--- config.mk ---
export PLATFORM = sky130hd
export DESIGN_NAME = regfile_mp_sb
export DESIGN_NICKNAME = d
export VERILOG_FILES = /design/src/rtl/regfile_mp_sb.sv
export SDC_FILE = /design/constraint.sdc
export NUM_CORES = 2
export LEC_CHECK = 0
export CAP_MARGIN = 25
export CORE_ASPECT_RATIO = 0.7
export CORE_UTILIZATION = 50
export CTS_CLUSTER_DIAMETER = 60
export CTS_CLUSTER_SIZE = 12
export DETAILED_ROUTE_END_ITERATION = 8
export DONT_BUFFER_PORTS = 1
export GPL_ROUTABILITY_DRIVEN = 0
export PLACE_DENSITY_LB_ADDON = 0.15
export RECOVER_POWER = 25
export SETUP_SLACK_MARGIN = 0.05
export SLEW_MARGIN = 20
export SYNTH_ARGS = -nofsm -noshare
export SYNTH_HDL_FRONTEND = slang
export SYNTH_SLANG_ARGS = --single-unit
--- constraint.sdc ---
create_clock -name clk -period 10.15 [get_ports clk]
set_clock_uncertainty 0.05 [all_clocks]
set_input_delay 2.5375 -clock clk [delete_from_list [all_inputs] [get_ports clk]]
set_output_delay 2.5375 -clock clk [all_outputs]
set_load 0.01 [all_outputs]
--- src/rtl/regfile_mp_sb.sv ---
// regfile_mp_sb: NRD-read/2-write register file with optional write bypass and busy scoreboard (ports: clk, rst_n, rd_addr/rd_data/rd_busy, wa_*, wb_*, iss_*, busy_cnt)
module regfile_mp_sb #(
  parameter int XLEN   = 32,
  parameter int NREG   = 32,
  parameter int AW     = 5,
  parameter int NRD    = 3,
  parameter int BYPASS = 1
) (
  input  logic                clk,
  input  logic                rst_n,
  input  logic [NRD*AW-1:0]   rd_addr,
  output logic [NRD*XLEN-1:0] rd_data,
  output logic [NRD-1:0]      rd_busy,
  input  logic                wa_valid,
  input  logic [AW-1:0]       wa_rd,
  input  logic [XLEN-1:0]     wa_data,
  input  logic                wb_valid,
  input  logic [AW-1:0]       wb_rd,
  input  logic [XLEN-1:0]     wb_data,
  input  logic                iss_valid,
  input  logic [AW-1:0]       iss_rd,
  output logic [AW:0]         busy_cnt
);
  logic [XLEN-1:0] regs [NREG];
  logic [NREG-1:0] busy, busy_nxt;
  logic [AW:0]     cnt_nxt;
  logic            wa_en, wb_en, iss_en;
  assign wa_en  = wa_valid && wa_rd != '0;
  assign wb_en  = wb_valid && wb_rd != '0;
  assign iss_en = iss_valid && iss_rd != '0;
  always_comb begin
    busy_nxt = busy;
    if (wa_en) busy_nxt[wa_rd] = 1'b0;
    if (wb_en) busy_nxt[wb_rd] = 1'b0;
    if (iss_en) busy_nxt[iss_rd] = 1'b1;
    cnt_nxt = '0;
    for (int i = 0; i < NREG; i++) cnt_nxt = cnt_nxt + (AW+1)'(busy_nxt[i]);
  end
  always_ff @(posedge clk) begin
    if (!rst_n) begin
      busy     <= '0;
      busy_cnt <= '0;
      for (int i = 0; i < NREG; i++) regs[i] <= '0;
    end else begin
      busy     <= busy_nxt;
      busy_cnt <= cnt_nxt;
      if (wb_en) regs[wb_rd] <= wb_data;
      if (wa_en) regs[wa_rd] <= wa_data;
    end
  end
  for (genvar k = 0; k < NRD; k++) begin : g_rd
    logic [AW-1:0] a;
    assign a = rd_addr[k*AW +: AW];
    assign rd_data[k*XLEN +: XLEN] = a == '0 ? '0 :
                                     (BYPASS != 0 && wa_valid && wa_rd == a) ? wa_data :
                                     (BYPASS != 0 && wb_valid && wb_rd == a) ? wb_data :
                                     regs[a];
    assign rd_busy[k] = busy[a];
  end
endmodule
==> impl_metrics.tcl <==
set metrics [dict create \
    crit_chain "nor2_1 -> nor4b_1 -> o21bai_4 -> buf_4 -> or2_2 -> o221ai_1" \
    slowest_delay_ns 0.79 \
    cp_num_cells 6 \
    cp_top_family "simple AND/OR/NAND/NOR gates" \
    place_area_um2 72080 \
    grt.total_usage_pct 45.10 \
    regToRegStartpoint "busy[21]" \
    io_buffers 0 \
    synth_compound_area_share_pct 19.69 \
    tns_ns 0 \
    drt_iter0_drc 12297 \
    yosysSeqAreaShare_pct 43.98 \
    h-tree-depth 3 \
    drive_gt1_share_pct 24.61 \
    path_max_fanout 208 \
    power.leakage_nw 25.20 \
    stdcell_area_um2 75160 \
    yosysUniqueCellTypes 66 \
    total_power_mw 10.93 \
    wl_met3_um 61710 \
    synth_xor_area_share_pct 0.3912 \
    relSlewSlack_pct -191.6 \
    vias 58724 \
    synth_area_um2 71650 \
    cts_buffers 108 \
    die_area_um2 144800 \
    synth_fa_ha_area_share_pct 0.7928 \
    die_h_um 318.7 \
    synth_edf_count 1024 \
    nFillCells 11448 \
    fmax_ghz 0.1128 \
    cts_sinks 1062 \
    synth_top_area_share_pct 42.92 \
    crit_arrival_ns 6.28 \
    viasPerCell 8.879 \
    wl_met2_um 131700 \
    hp-class "flip-flop to flip-flop" \
    syn_avg_cell_area_um2 13.71 \
    async_flop_share_pct 0 \
    synth_mux_area_share_pct 25.97 \
    place_ws_ns 1.558 \
    cts_hold_buf 0 \
    postRouteAntennaNets 0 \
    initial_core_util_pct 50.71 \
    crit_path_start_kind "input pin" \
    wire_per_inst_um 50.38 \
    status "finished, violations left" \
    finalCritPeriodShare_pct 87.34 \
    violations "capacitance limit, slew limit" \
    ys_ff_latch 1062 \
    synthSimpleGateAreaFrac_pct 3.756 \
    grt_pass1_wl_um 450400 \
    cpMaxStageDelayCell "or2_2" \
    p_per_area_nw_per_um2 145.4 \
    synth_ff_type "edfxtp_1" \
    hold_viol_final 0 \
    synth_top_family_by_area "multiplexers" \
    reg2regPathDepth 17 \
    ff2ff_setup_slack_ns 4.80 \
    syn_inst 5224 \
    synthToLayoutAreaGrowth_pct 4.902 \
    cts_setup_buffers 0 \
    cts_tree "yes" \
    wl_um 333200 \
    crit_required_ns 7.56 \
    fin_crit_ns 8.865 \
    cp-startpoint "rd_addr[1]" \
    drc 0 \
    worst_slew_pin_slew_ns 4.374 \
    peakVddDrop_v 0.0001482 \
    pin_count 204 \
    core-area_um2 141300 \
    endpoint_kind "primary output" \
    setup_viol 0 \
    maxSlewViolCount 734 \
    chipWidth_um 454.4 \
    cts.reportedPaths.clkPinSlew_ns 0.06 \
    grt_max_degree 328 \
    path_buf_inv 1 \
    place_hpwl_um 166200 \
    drt-met1-wl_um 115800 \
    hold_slack_ns 0.4922 \
    drv_cap 22 \
    num_rows 115 \
    antenna_found_initial 4 \
    top_layer "met5" \
    cts_resized 0 \
    r2r-end "busy_cnt[4]" \
    yosys.area.top_type "edfxtp_1" \
    cp-endpoint "rd_data[5]" \
    dr.pass1.iters 8 \
    final.setup.worst_slack_ns 1.285 \
    nNetsFinal 4814 \
    hold_depth 1 \
    grt_overflow 0 \
    clock_latency_ns 0.75 \
    grt_pass1_vias 54922 \
    clockBufferDepth 3 \
    synth_area_leaders "edfxtp_1, mux4_2, a22o_1, mux2i_1, clkbuf_1" \
    critical_path_class "input pin to primary output" \
    rsz0062_at_grt "false" \
    ys_warn_count 0 \
    cts-root-buf "clkbuf_16" \
]
worst min path at each step:
stage	slack (ns)	from	end
2_1_floorplan	0.43	busy[0]	busy[0]
3_3_place_gp	0.48	busy[0]	busy[0]
3_5_place_dp	0.48	busy[0]	busy[0]
4_1_cts	0.49	busy[0]	busy[0]
5_1_grt	0.51	busy[0]	busy[0]
6_report	0.49	busy[0]	busy[0]
layout by cell type (no fill, tap or decap), types with 79 or more instances in the layout:
cell,instances
o221ai_1,106
a221o_1,83
mux2_2,171
a22o_1,1065
buf_4,126
a221oi_1,90
nand2_1,113
mux2i_1,292
mux4_2,611
a211oi_1,79
edfxtp_1,1024
clkbuf_16,109
routing by layer:
metal  up-vias  GRT usage (%)
li1      21055              -
met4        12          25.75
met1     29450          59.42
met5         -         0.8311
met3      1541          22.39
met2      6666          59.45
through the flow:
stage / std cells / utilization [%]
final: 6614 / 53.19
after global routing: 6606 / 53.18
after CTS: 6606 / 53.29
after detailed placement: 6446 / 51.01
after global placement: 6445 / 50.99
after floorplan: 5255 / -
area by class of cell:
cell class	instances	area (um^2)	area share, %
Tap cell	1872	2342	3.116
Timing Repair Buffer	152	1109	1.475
Antenna cell	8	20.02	0.02664
Sequential cell	1062	31510	41.93
Clock inverter	33	421.7	0.5610
Clock buffer	127	2795	3.719
Inverter	31	117.6	0.1565
Multi-Input combinational cell	3329	36840	49.02
power breakdown:
group,internal (mW),switching [mW]
clock network,2.14,1.85
registers,5.09,0.196
logic,0.780,0.863
total,8.02,2.91
cells in the mapped netlist (all sizes together), types with 24 or more instances:
master	instances
nand2	142
a211oi	79
a21oi	54
a22oi	55
dfxtp	38
mux2i	292
o211a	31
nor2	81
nor3b	30
mux2	171
o221ai	106
a22o	1065
and2	33
inv	31
a221oi	90
buf	314
fa	24
clkbuf	519
edfxtp	1024
mux4	611
nor4	64
and3	38
nor3	63
a221o	83
o22ai	33
cell families after synthesis:
logic type	after synthesis
AND/OR/NAND/NOR	511
flip-flops	1062
multiplexers	1074
AO/OA/AOI/OAI	1649
other	1
XOR/XNOR	32
buffers and inverters	864
adder cells (fa/ha/maj)	31
flip-flops by register name, indices dropped and copies added (netlist names):
signal and count:
regs 1024, busy_cnt 6, busy 32
Note: power is estimated with default switching activity, not from simulation.
